$ cat config.mk
export PLATFORM = sky130hd
export DESIGN_NAME = register_bank
export DESIGN_NICKNAME = d
export VERILOG_FILES = /design/src/rtl/regbank_pkg.sv /design/src/rtl/regbank_read_port.sv /design/src/rtl/register_bank.sv
export SDC_FILE = /design/constraint.sdc
export NUM_CORES = 2
export LEC_CHECK = 0
export ABC_AREA = 1
export CORE_UTILIZATION = 50
export DETAILED_ROUTE_END_ITERATION = 8
export PLACE_DENSITY = 0.71
export SLEW_MARGIN = 40
export SYNTH_ARGS = -nofsm -noshare
export SYNTH_HDL_FRONTEND = slang
export SYNTH_SLANG_ARGS = --single-unit
export TNS_END_PERCENT = 50
$ cat constraint.sdc
create_clock -name clk -period 47.1 [get_ports clk]
set_input_delay 9.42 -clock clk [delete_from_list [all_inputs] [get_ports clk]]
set_output_delay 9.42 -clock clk [all_outputs]
set_load 0.005 [all_outputs]
$ cat src/rtl/regbank_pkg.sv
// regbank_pkg: shared constants and types for the register bank
// Provides default widths (DATA_W_DEF, ADDR_W_DEF) and the address/data
// word types used at the default configuration.
package regbank_pkg;
    localparam int DATA_W_DEF = 32;
    localparam int ADDR_W_DEF = 5;
    typedef logic [ADDR_W_DEF-1:0] reg_addr_t;
    typedef logic [DATA_W_DEF-1:0] reg_data_t;
endpackage

$ cat src/rtl/regbank_read_port.sv
// regbank_read_port: one combinational read port of the register bank
// Ports: regs (flattened storage array), rAddr -> rdData, plus the write
// port signals (reset, write, wrAddr, wrData) used for forwarding.
// Build option: REGBANK_WRITE_BYPASS_EN enables same-cycle write-through.
module regbank_read_port
    import regbank_pkg::*;
#(
    parameter int DATA_W        = DATA_W_DEF,
    parameter int ADDR_W        = ADDR_W_DEF,
    parameter int HARDWIRE_ZERO = 1
) (
    input  logic [(2**ADDR_W)-1:0][DATA_W-1:0] regs,
    input  logic                               reset,
    input  logic                               write,
    input  logic [ADDR_W-1:0]                  wrAddr,
    input  logic [DATA_W-1:0]                  wrData,
    input  logic [ADDR_W-1:0]                  rAddr,
    output logic [DATA_W-1:0]                  rdData
);
`ifdef REGBANK_WRITE_BYPASS_EN
    localparam bit BYPASS = 1'b1;
`else
    localparam bit BYPASS = 1'b0;
`endif
    logic isZero;
    logic fwdHit;
    assign isZero = (HARDWIRE_ZERO != 0) && (rAddr == '0);
    assign fwdHit = BYPASS && write && !reset && (rAddr == wrAddr);
    // Zero-register rule outranks forwarding so address 0 never leaks wrData.
    assign rdData = isZero ? '0 : fwdHit ? wrData : regs[rAddr];
endmodule

$ cat src/rtl/register_bank.sv
// register_bank: 2**ADDR_W x DATA_W register file, 1 write / 2 read ports
// Ports: clk, reset (async, active-high, clears all registers),
// write/wrAddr/wrData (synchronous write), rAddrA -> rdDataA and
// rAddrB -> rdDataB (combinational reads).
// Build option: REGBANK_WRITE_BYPASS_EN (handled inside regbank_read_port).
module register_bank
    import regbank_pkg::*;
#(
    parameter int DATA_W        = DATA_W_DEF,
    parameter int ADDR_W        = ADDR_W_DEF,
    parameter int HARDWIRE_ZERO = 1
) (
    input  logic              clk,
    input  logic              reset,
    input  logic              write,
    input  logic [ADDR_W-1:0] wrAddr,
    input  logic [DATA_W-1:0] wrData,
    input  logic [ADDR_W-1:0] rAddrA,
    output logic [DATA_W-1:0] rdDataA,
    input  logic [ADDR_W-1:0] rAddrB,
    output logic [DATA_W-1:0] rdDataB
);
    logic [(2**ADDR_W)-1:0][DATA_W-1:0] regs;
    logic                               wrEn;
    // Writes to the hardwired zero register are dropped at the source.
    assign wrEn = write && !((HARDWIRE_ZERO != 0) && (wrAddr == '0));
    always_ff @(posedge clk or posedge reset) begin
        if (reset)
            regs <= '0;
        else if (wrEn)
            regs[wrAddr] <= wrData;
    end
    regbank_read_port #(
        .DATA_W(DATA_W), .ADDR_W(ADDR_W), .HARDWIRE_ZERO(HARDWIRE_ZERO)
    ) portA (
        .regs(regs), .reset(reset), .write(write), .wrAddr(wrAddr),
        .wrData(wrData), .rAddr(rAddrA), .rdData(rdDataA)
    );
    regbank_read_port #(
        .DATA_W(DATA_W), .ADDR_W(ADDR_W), .HARDWIRE_ZERO(HARDWIRE_ZERO)
    ) portB (
        .regs(regs), .reset(reset), .write(write), .wrAddr(wrAddr),
        .wrData(wrData), .rAddr(rAddrB), .rdData(rdDataB)
    );
endmodule

==> impl_metrics.prom <==
# TYPE chip_impl_metric gauge
chip_impl_info{name="final_cell_mix",value="sky130_fd_sc_hd__nand2_1 (3,329), sky130_fd_sc_hd__nand3_1 (1,370), sky130_fd_sc_hd__dfrtp_1 (1,024)"} 1
chip_impl_metric{name="vias_in_the_first_global_route",unit=""} 53516
chip_impl_metric{name="detailed_place_hpwl",unit="mm"} 111
chip_impl_info{name="run_status",value="finished, final reports clean"} 1
chip_impl_metric{name="num_io_pins",unit=""} 114
chip_impl_metric{name="worstPathMaxFanout",unit=""} 73
chip_impl_metric{name="detailroute.via_count",unit=""} 57414
chip_impl_metric{name="synth.yosys.warnings",unit=""} 0
chip_impl_metric{name="floorplan.die.height",unit="um"} 338
chip_impl_info{name="layout_top_registers",value="regs x1024"} 1
chip_impl_metric{name="fp-row-count",unit=""} 122
chip_impl_metric{name="layout.area.seq",unit="um^2"} 25600
chip_impl_metric{name="ir_drop",unit="V"} 0.0000358
chip_impl_metric{name="detail_route.wl_per_cell",unit="um"} 22.5
chip_impl_metric{name="final.hold.worst_slack",unit="ns"} 0.401
chip_impl_metric{name="timing.final.setup_violations",unit=""} 0
chip_impl_info{name="final_common_cell",value="sky130_fd_sc_hd__nand2_1"} 1
chip_impl_info{name="cp_slowest_cell",value="sky130_fd_sc_hd__buf_4"} 1
chip_impl_metric{name="worstMarginPinSlew",unit="ns"} 0.952
chip_impl_metric{name="num-nets-final",unit=""} 7913
chip_impl_info{name="cp-start-kind",value="primary input"} 1
chip_impl_metric{name="multi_input_comb_area",unit="um^2"} 27800
chip_impl_metric{name="crit_path_time_final",unit="ns"} 23.53
chip_impl_metric{name="clock_insertion_delay_worst_skew",unit="ns"} 0.73
chip_impl_metric{name="power_per_cell_area",unit="nW/um^2"} 42.3
chip_impl_info{name="cts_tree",value="built"} 1
chip_impl_metric{name="grt_pass1_wl",unit="mm"} 323
chip_impl_metric{name="seq_area_frac_synth",unit="%"} 45.5
chip_impl_metric{name="accumulated_negative_setup_slack",unit="ns"} 0
chip_impl_metric{name="flow.area_growth_from_synthesis",unit="%"} 9.45
chip_impl_metric{name="largest_reg_flops",unit=""} 1024
chip_impl_metric{name="cts.sinks",unit=""} 1024
chip_impl_metric{name="synthesis.area",unit="um^2"} 56400
chip_impl_info{name="worstHoldPathType",value="reg2reg"} 1
chip_impl_metric{name="cts-buffers-inserted",unit=""} 110
chip_impl_metric{name="fillerInstances",unit=""} 10492
chip_impl_metric{name="power",unit="uW"} 2610
chip_impl_metric{name="max-cap-violations",unit=""} 0
chip_impl_metric{name="finalWeightedCongestion",unit=""} 0.870
chip_impl_metric{name="hold_buffers",unit=""} 0
chip_impl_metric{name="drc",unit=""} 0
chip_impl_metric{name="drtAntennaViolNets",unit=""} 0
chip_impl_info{name="rsz0062_at_grt",value="no"} 1
chip_impl_metric{name="achievable-frequency",unit="MHz"} 42.5
chip_impl_metric{name="dr.pass1.iters",unit=""} 7
chip_impl_metric{name="global_route.usage.met1",unit="%"} 48.9
chip_impl_metric{name="clock_pin_slew_on_the_worst_setup_and_hold_paths",unit="ns"} 0.06
chip_impl_info{name="setup.worst_path.start",value="rAddrA[0]"} 1
chip_impl_metric{name="track_usage",unit="%"} 37.1
chip_impl_metric{name="io_buffer_count",unit=""} 113
chip_impl_info{name="crit_type",value="in2out"} 1
chip_impl_metric{name="cts_resizes",unit=""} 0
chip_impl_metric{name="netlist_instances",unit=""} 8299
chip_impl_metric{name="dpl.cell_count",unit=""} 9237
chip_impl_metric{name="yosys_register_bits",unit=""} 1024
chip_impl_info{name="cp_cell_sequence",value="buf_8 -> buf_4 -> buf_4 -> buf_4 -> buf_4 -> nand2_1 -> nand3_1 -> nand3_1 -> nand2_1 -> nand2_1 -> nand3_1 -> nand2_1 -> nor2_1 -> clkdlybuf4s50_1"} 1
chip_impl_metric{name="final_layout_size_suffix_gt1_share",unit="%"} 4.66
chip_impl_metric{name="first_iter_violations",unit=""} 8726
chip_impl_metric{name="p_leak",unit="uW"} 0.0287
chip_impl_metric{name="clk_path_buf_depth",unit=""} 3
chip_impl_metric{name="die_area",unit="um^2"} 114000
chip_impl_metric{name="grt_util_met3",unit="%"} 9.79
chip_impl_metric{name="syn-mean-instance-area",unit="um^2"} 6.79
chip_impl_metric{name="synthDistinctLibCells",unit=""} 17
chip_impl_metric{name="worst_clock_skew",unit="ns"} 0
chip_impl_metric{name="slew_headroom",unit="%"} 36.6
chip_impl_info{name="r2r_start",value="regs[812]"} 1
chip_impl_metric{name="floorplan.initialDensity",unit="%"} 50.7
chip_impl_metric{name="post_layout_nonfiller_instances",unit=""} 9443
chip_impl_metric{name="final.period_utilization",unit="%"} 50.0
chip_impl_info{name="worst_hold_startpoint",value="regs[12]"} 1
chip_impl_info{name="cts.root.buffer_cell",value="sky130_fd_sc_hd__clkbuf_16"} 1
chip_impl_metric{name="cp_data_arrival_time",unit="ns"} 14.11
chip_impl_metric{name="cts.htree.levels",unit=""} 3
chip_impl_metric{name="finalMaxSlewViolations",unit=""} 0
chip_impl_metric{name="post_cts.repair.setup_buffers",unit=""} 0
chip_impl_info{name="regMostFlops",value="regs"} 1
chip_impl_metric{name="drt_wl_total",unit="mm"} 213
chip_impl_metric{name="pin_count_of_the_biggest_net_entering_global_routing",unit=""} 114
chip_impl_metric{name="die_width",unit="um"} 338
chip_impl_metric{name="vias_per_cell",unit=""} 6.08
chip_impl_metric{name="antenna_found_initial",unit=""} 9
chip_impl_metric{name="grt.overflow.total",unit=""} 0
chip_impl_metric{name="postSynthNetCount",unit=""} 8349
chip_impl_metric{name="critPathMaxStageDelay",unit="ns"} 0.76
chip_impl_metric{name="core-area",unit="um^2"} 111000
chip_impl_info{name="worstSetupEndpointType",value="output pin"} 1
chip_impl_metric{name="grtUsageMet2",unit="%"} 55.8
chip_impl_info{name="grt_busiest_layer",value="met2"} 1
chip_impl_metric{name="crit_required",unit="ns"} 37.68
chip_impl_metric{name="timing.final.hold_violations",unit=""} 0
-- area by class of cell --
type,count,share of cell area (%)
Multi-Input combinational cell,6431,45.1
Sequential cell,1024,41.5
Clock buffer,151,5.05
Timing Repair Buffer,210,3.57
Tap cell,1488,3.02
Clock inverter,52,1.11
Inverter,86,0.617
Antenna cell,1,0.00406
-- synth_stat cells, drive strengths merged --
library cell | count | share of area [%]
a21oi | 267 | 2.4
buf | 147 | 1.2
clkbuf | 611 | 4.1
clkinv | 2 | 0.013
dfrtp | 1024 | 45
inv | 84 | 0.56
nand2 | 3355 | 22
nand3 | 1372 | 12
nor2 | 451 | 3.0
nor3 | 9 | 0.080
nor3b | 1 | 0.013
nor4 | 1 | 0.038
o21ai | 975 | 8.7
-- through the flow --
| stage | setup WS (ns) | util, % | area (um^2) |
|---|---|---|---|
| CTS | 23.56 | 55.4 | 61600 |
| floorplan | 8.86 | - | 56400 |
| detailed placement | 23.58 | 51.9 | 57800 |
| finish | 23.57 | 55.4 | 61700 |
| global placement | 23.09 | 51.5 | 57300 |
| global route | 23.44 | 55.4 | 61700 |
-- kinds of logic (layout without fill, tap and decap cells) --
logic type             count (synthesis)  in the layout  synth area share [%]
AOI/OAI and AO/OA                   1242           1242                  11.0
buffers and inverters                844            499                  5.82
DFF                                 1024           1024                  45.5
other                                  0              1                     0
and+or+nand+nor                     5189           5189                  37.7
-- critical path: cells and delay by family --
kind                   cells  cell delay [ns]
AND/OR/NAND/NOR            8             0.93
buffers and inverters      6             3.66
-- final timing paths --
kind / to / slack (ns) / cells past startpoint
worst min-delay path: regs[12] / 0.40 / 0
worst max register to register: regs[812] / 46.33 / 2
worst min register to register: regs[12] / 0.40 / 0
min in group asynchronous: regs[81] / 9.15 / 2
worst max-delay path: rdDataA[24] / 23.57 / 14
max in group asynchronous: regs[156] / 34.79 / 7
-- power breakdown --
group	switching (uW)	internal [uW]	total (uW)
combinational	319	187	506
sequential	132	1050	1180
clock	385	540	925
-- per-layer routing --
metal  part of all wire (%)  wire, um  vias up
met5                  0.041        87        -
met3                     13     28200      733
met1                     38     81200    26826
li1                       -         -    26046
met2                     43     91100     3793
met4                    5.6     12000       16
(Power assumes the default switching activity.)
